`src/rtl/vend_ctrl.sv`:
```
// Vending controller: accumulates coin credit, requests a vend over a
// valid/ack handshake, then pays out change or a refund one unit per
// accepted hopper handshake.
//
// state   | meaning
// --------+-----------------------------------------------------------
// IDLE    | no credit held, coins accepted
// COLLECT | 0 < credit < PRICE, coins accepted, cancel refunds
// VEND    | vend_req high, waiting for vend_ack; coins rejected
// CHANGE  | paying out remaining credit one unit per change_ready
module vend_ctrl #(
    parameter int CREDIT_W = 6,
    parameter int PRICE    = 3,
    parameter int VAL_01   = 2,
    parameter int VAL_10   = 1,
    parameter int VAL_11   = 5
) (
    input  logic                clk,
    input  logic                reset,
    input  logic [1:0]          coins,
    input  logic                cancel,
    input  logic                vend_ack,
    input  logic                change_ready,
    output logic                vend_req,
    output logic                change_pulse,
    output logic                coin_reject,
    output logic [CREDIT_W-1:0] credit,
    output logic                busy
);

    localparam logic [1:0] IDLE    = 2'd0;
    localparam logic [1:0] COLLECT = 2'd1;
    localparam logic [1:0] VEND    = 2'd2;
    localparam logic [1:0] CHANGE  = 2'd3;

    localparam logic [CREDIT_W:0]   MAX_CREDIT = {1'b0, {CREDIT_W{1'b1}}};
    localparam logic [CREDIT_W:0]   PRICE_X    = (CREDIT_W+1)'(PRICE);
    localparam logic [CREDIT_W-1:0] PRICE_N    = CREDIT_W'(PRICE);

    if (PRICE < 1 || PRICE > (2**CREDIT_W) - 1) begin : g_price_check
        $error("vend_ctrl: PRICE out of range 1..2^CREDIT_W-1");
    end

    logic [1:0]          state, state_nxt;
    logic [CREDIT_W-1:0] credit_nxt;
    logic                reject_nxt;
    logic [CREDIT_W:0]   coin_val;
    logic [CREDIT_W:0]   coin_sum;
    logic [CREDIT_W:0]   new_credit;

    // Map coin code to its credit value, one bit wider so the sum cannot wrap
    always_comb begin
        coin_val = '0;
        case (coins)
            2'b01:   coin_val = (CREDIT_W+1)'(VAL_01);
            2'b10:   coin_val = (CREDIT_W+1)'(VAL_10);
            2'b11:   coin_val = (CREDIT_W+1)'(VAL_11);
            default: coin_val = '0;
        endcase
        coin_sum = {1'b0, credit} + coin_val;
    end

    // Next-state, next-credit and coin-return decision
    always_comb begin
        state_nxt  = state;
        credit_nxt = credit;
        reject_nxt = 1'b0;
        new_credit = {1'b0, credit};
        case (state)
            IDLE, COLLECT: begin
                // cancel only means something once credit is held; in IDLE
                // it is ignored and a same-cycle coin is taken normally
                if (state == COLLECT && cancel) begin
                    state_nxt  = CHANGE;
                    reject_nxt = (coins != 2'b00);
                end else begin
                    if (coins != 2'b00) begin
                        if (coin_sum <= MAX_CREDIT) begin
                            new_credit = coin_sum;
                        end else begin
                            reject_nxt = 1'b1;
                        end
                    end
                    credit_nxt = new_credit[CREDIT_W-1:0];
                    if (new_credit >= PRICE_X) begin
                        state_nxt = VEND;
                    end else if (new_credit != '0) begin
                        state_nxt = COLLECT;
                    end
                end
            end
            VEND: begin
                reject_nxt = (coins != 2'b00);
                if (vend_ack) begin
                    credit_nxt = credit - PRICE_N;
                    state_nxt  = (credit != PRICE_N) ? CHANGE : IDLE;
                end
            end
            CHANGE: begin
                reject_nxt = (coins != 2'b00);
                if (credit == '0) begin
                    state_nxt = IDLE;
                end else if (change_ready) begin
                    credit_nxt = credit - 1'b1;
                    if (credit == CREDIT_W'(1)) begin
                        state_nxt = IDLE;
                    end
                end
            end
            default: begin
                state_nxt  = IDLE;
                credit_nxt = '0;
            end
        endcase
    end

    // State, credit and registered coin-return pulse
    always_ff @(posedge clk) begin
        if (reset) begin
            state       <= IDLE;
            credit      <= '0;
            coin_reject <= 1'b0;
        end else begin
            state       <= state_nxt;
            credit      <= credit_nxt;
            coin_reject <= reject_nxt;
        end
    end

    // Moore outputs decoded from state
    always_comb begin
        vend_req     = (state == VEND);
        change_pulse = (state == CHANGE) && (credit != '0);
        busy         = (state == VEND) || (state == CHANGE);
    end

endmodule
```
`config.mk`:
```
export PLATFORM = sky130hd
export DESIGN_NAME = vend_ctrl
export DESIGN_NICKNAME = d
export VERILOG_FILES = /design/src/rtl/vend_ctrl.sv
export SDC_FILE = /design/constraint.sdc
export NUM_CORES = 1
export LEC_CHECK = 0
export BUFFER_PORTS_ARGS = -buffer_cell sky130_fd_sc_hd__buf_2
export CAP_MARGIN = 10
export CORE_MARGIN = 3
export CORE_UTILIZATION = 55
export CTS_CLUSTER_DIAMETER = 120
export DETAILED_ROUTE_END_ITERATION = 10
export HOLD_SLACK_MARGIN = 0.03
export MAX_ROUTING_LAYER = met4
export PLACE_DENSITY = 0.78
export SLEW_MARGIN = 20
export SYNTH_ARGS = -nofsm -noshare
export SYNTH_HDL_FRONTEND = slang
export SYNTH_SLANG_ARGS = --single-unit
```
`constraint.sdc`:
```
create_clock -name clk -period 2.4 [get_ports clk]
set_input_delay 0.48 -clock clk [delete_from_list [all_inputs] [get_ports clk]]
set_output_delay 0.48 -clock clk [all_outputs]
set_load 0.05 [all_outputs]
```
==> flow_summary.yaml <==
sta:
  timing.clock.skew_ns: 0.00416
  finalHoldViolations: 0
  finalMaxSlewViolations: 0
  timing.max_slew.rel_slack_pct: 46.1
  final_period_minus_worst_setup_slack_ns: 2.21
  worst-slew-pin-transition_ns: 0.808
  fin_ws_ns: 0.188
  setup-tns-final_ns: 0
  fin_crit_sh_pct: 92.2
  timing.final.setup_violations: 0
  clock.fmax_ghz: 0.452
  grt_setup_unrepaired: "false"
clock_network:
  cts_hold_buf: 0
  clock_path_buffers: 2
  post-cts-setup-buffer-count: 0
  tritoncts.num_buffers: 3
  clock_tree.root_cell: "sky130_fd_sc_hd__clkbuf_4"
  cts_resized: 0
  htree_levels: 1
  clkLatencyLatePin_ns: 0.27
  cts_tree: "built"
  clk_pin_slew_ns: 0.07
  cts.sink_count: 9
power:
  vdd_ir_drop_max_uv: 844
  cellPowerDensity_nw_per_um2: 1600
  p_comb_share_pct: 68.3
  p_leak_uw: 0.000433
  sequential_share_of_power_pct: 24.5
  total_power_uw: 1740
  clock_power_share_pct: 7.2
  intPower_uw: 724
  power_switching_uw: 1010
  proportion_of_total_power_due_to_net_switching_pct: 58.4
global_routing:
  overflow_left_after_global_routing: 0
  first_global_vias: 837
  groute.usage.overall_pct: 22.1
  grt_start_max_net_pins: 26
  global_route_wire_length_before_repair_mm: 4.02
  initial_antenna_violation_count: 0
floorplan:
  top_level_ports: 17
  die-height_um: 48.5
  fp.coreArea_um2: 1590
  die_x_um: 48.5
  die-area_um2: 2350
  placement_rows: 14
  effective_utilization_at_floorplan_pct: 62.2
cells_and_area:
  final_core_utilization_pct: 68.1
  drive_above_1_share_pct: 30.8
  sequential_cell_area_um2: 183
  design.final.nets: 148
  syn2layout_area_growth_pct: 9.33
  multi_input_comb_area_um2: 732
  antennaDiodeCount: 0
  fill_cells: 139
route:
  drt_pass1_iterations: 4
  met2_length_mm: 1.17
  antenna_left: 0
  drt_wl_total_mm: 2.46
  met3_length_um: 183
  post_drt_via_cell_ratio: 6.29
  drc_violation_total_after_the_first_tritonroute_iteration: 46
  num_vias: 987
  dr.max_layer_used: "met4"
  wl_cell_um: 15.7
  drt_met1_wl_mm: 1.10
  route.detailed.drc: 0
worst_hold_path:
  worstHoldPathCells: 2
  hold_path_end: "credit[1]"
  min-delay-start: "reset"
  timing.hold.worst.class: "in2reg"
placement:
  gp_congestion: 0.932
  place_hpwl_mm: 1.81
  place_worst_setup_slack_ns: 0.0406
  port_buffers: 16
setup_path:
  timing.reg2reg.worst_path_depth: 8
  launching_point_of_the_worst_reg2reg_path: "credit[0]"
  end_kind: "flop"
  worst-path-max-fanout: 9
  timing.rr.end: "credit[1]"
  critical_path.startpoint_type: "flop"
  flop2flop_setup_slack_ns: 0.19
  cp_data_arrival_time_ns: 2.40
  worstSetupPathType: "reg2reg"
  worst_path_required_ns: 2.58
synthesis:
  synth_area_leader_cell: "sky130_fd_sc_hd__dfxtp_1"
  netlist_area_um2: 992
  async_flop_share_pct: 0
  post_synth_main_area_contributors: "sky130_fd_sc_hd__dfxtp_1, sky130_fd_sc_hd__ha_1, sky130_fd_sc_hd__a21oi_1"
  synth_commonest_cells: "sky130_fd_sc_hd__a21oi_1, sky130_fd_sc_hd__dfxtp_1, sky130_fd_sc_hd__nand2_1"
  post_synth_num_cell_types: 51
  syn-instance-count: 122
  avgSynthCellArea_um2: 8.13
  postSynthRegisterBits: 9
  seq_area_frac_synth_pct: 18.2
  synth_largest_type_area_fraction_pct: 18.2
  ys_dominant_reg_cell: "sky130_fd_sc_hd__dfxtp_1"
  ys_warn_count: 0
  synth_edf_count: 0
  post_synth_net_total: 136
flow_run:
  max-cap-violations: 0
status:
  outcome: "finished, final reports clean"
area by class of cell:
type / count / area share [%]
sequential: 9 / 16.8
inverter: 7 / 2.42
multi-input combinational: 96 / 67.5
tap: 24 / 2.77
timing repair buffer: 17 / 8.07
clock buffer: 4 / 2.42
cell usage in the layout (no fill, tap or decap), types with 3 or more instances in the layout:
| master | instances |
|---|---|
| sky130_fd_sc_hd__a21oi_1 | 8 |
| sky130_fd_sc_hd__a221oi_2 | 3 |
| sky130_fd_sc_hd__a31oi_1 | 4 |
| sky130_fd_sc_hd__buf_2 | 16 |
| sky130_fd_sc_hd__clkbuf_4 | 3 |
| sky130_fd_sc_hd__dfxtp_1 | 7 |
| sky130_fd_sc_hd__ha_1 | 6 |
| sky130_fd_sc_hd__inv_1 | 7 |
| sky130_fd_sc_hd__nand2_1 | 8 |
| sky130_fd_sc_hd__nand2b_1 | 3 |
| sky130_fd_sc_hd__nor2_1 | 7 |
| sky130_fd_sc_hd__nor3_1 | 5 |
| sky130_fd_sc_hd__o21ai_0 | 4 |
| sky130_fd_sc_hd__o21ai_1 | 4 |
logic make-up after synthesis:
family	after synthesis	share of synthesized area (%)
AOI/OAI and AO/OA	46	36.6
xor gates and xnor gates	2	1.77
adders and majority gates	8	10.6
buffers and inverters	17	8.45
DFF	9	18.2
muxes	2	2.02
and+or+nand+nor	38	22.4
flip-flops by register name (all words and copies together), names as in the netlist:
name and flops:
credit 6, state 2, coin_reject 1
critical path: stages, from the launching register on:
cell and delay (ns):
sky130_fd_sc_hd__dfxtp_2 0.42, sky130_fd_sc_hd__ha_1 0.21, sky130_fd_sc_hd__inv_1 0.06, sky130_fd_sc_hd__fa_1 0.41
sky130_fd_sc_hd__nor2b_2 0.24, sky130_fd_sc_hd__o21a_2 0.19, sky130_fd_sc_hd__nor2_1 0.08, sky130_fd_sc_hd__a211o_1 0.32
sky130_fd_sc_hd__a221oi_2 0.20
per-layer routing:
layer / up-vias / track usage, %
met2: 45 / 34.2
met5: - / -
met1: 459 / 28.9
met4: 0 / 5.21
met3: 2 / 5.52
li1: 481 / -
through the flow:
stage | cell area [um^2] | cells | hold slack [ns]
floorplan | 998 | 122 | 0.641
global placement | 1060 | 153 | 0.559
global route | 1080 | 157 | 0.490
detailed placement | 1060 | 153 | 0.551
CTS | 1080 | 157 | 0.481
finish | 1080 | 157 | 0.493
worst max-delay path by stage:
stage | from | cells past startpoint | to
2_1_floorplan | credit[0] | 8 | credit[1]
5_1_grt | credit[0] | 8 | credit[1]
4_1_cts | credit[0] | 8 | credit[1]
6_report | credit[0] | 8 | credit[1]
3_5_place_dp | coins[1] | 9 | credit[1]
3_3_place_gp | coins[1] | 9 | credit[1]
power groups by stage:
| stage | clock network [uW] | registers, uW | logic, uW |
|---|---|---|---|
| floorplan | 0 | 494 | 897 |
| CTS | 129 | 418 | 1180 |
| global route | 140 | 443 | 1280 |
| global placement | 0 | 416 | 1160 |
| finish | 126 | 425 | 1190 |
| detailed placement | 0 | 422 | 1170 |
Note: power is estimated with default switching activity, not from simulation.
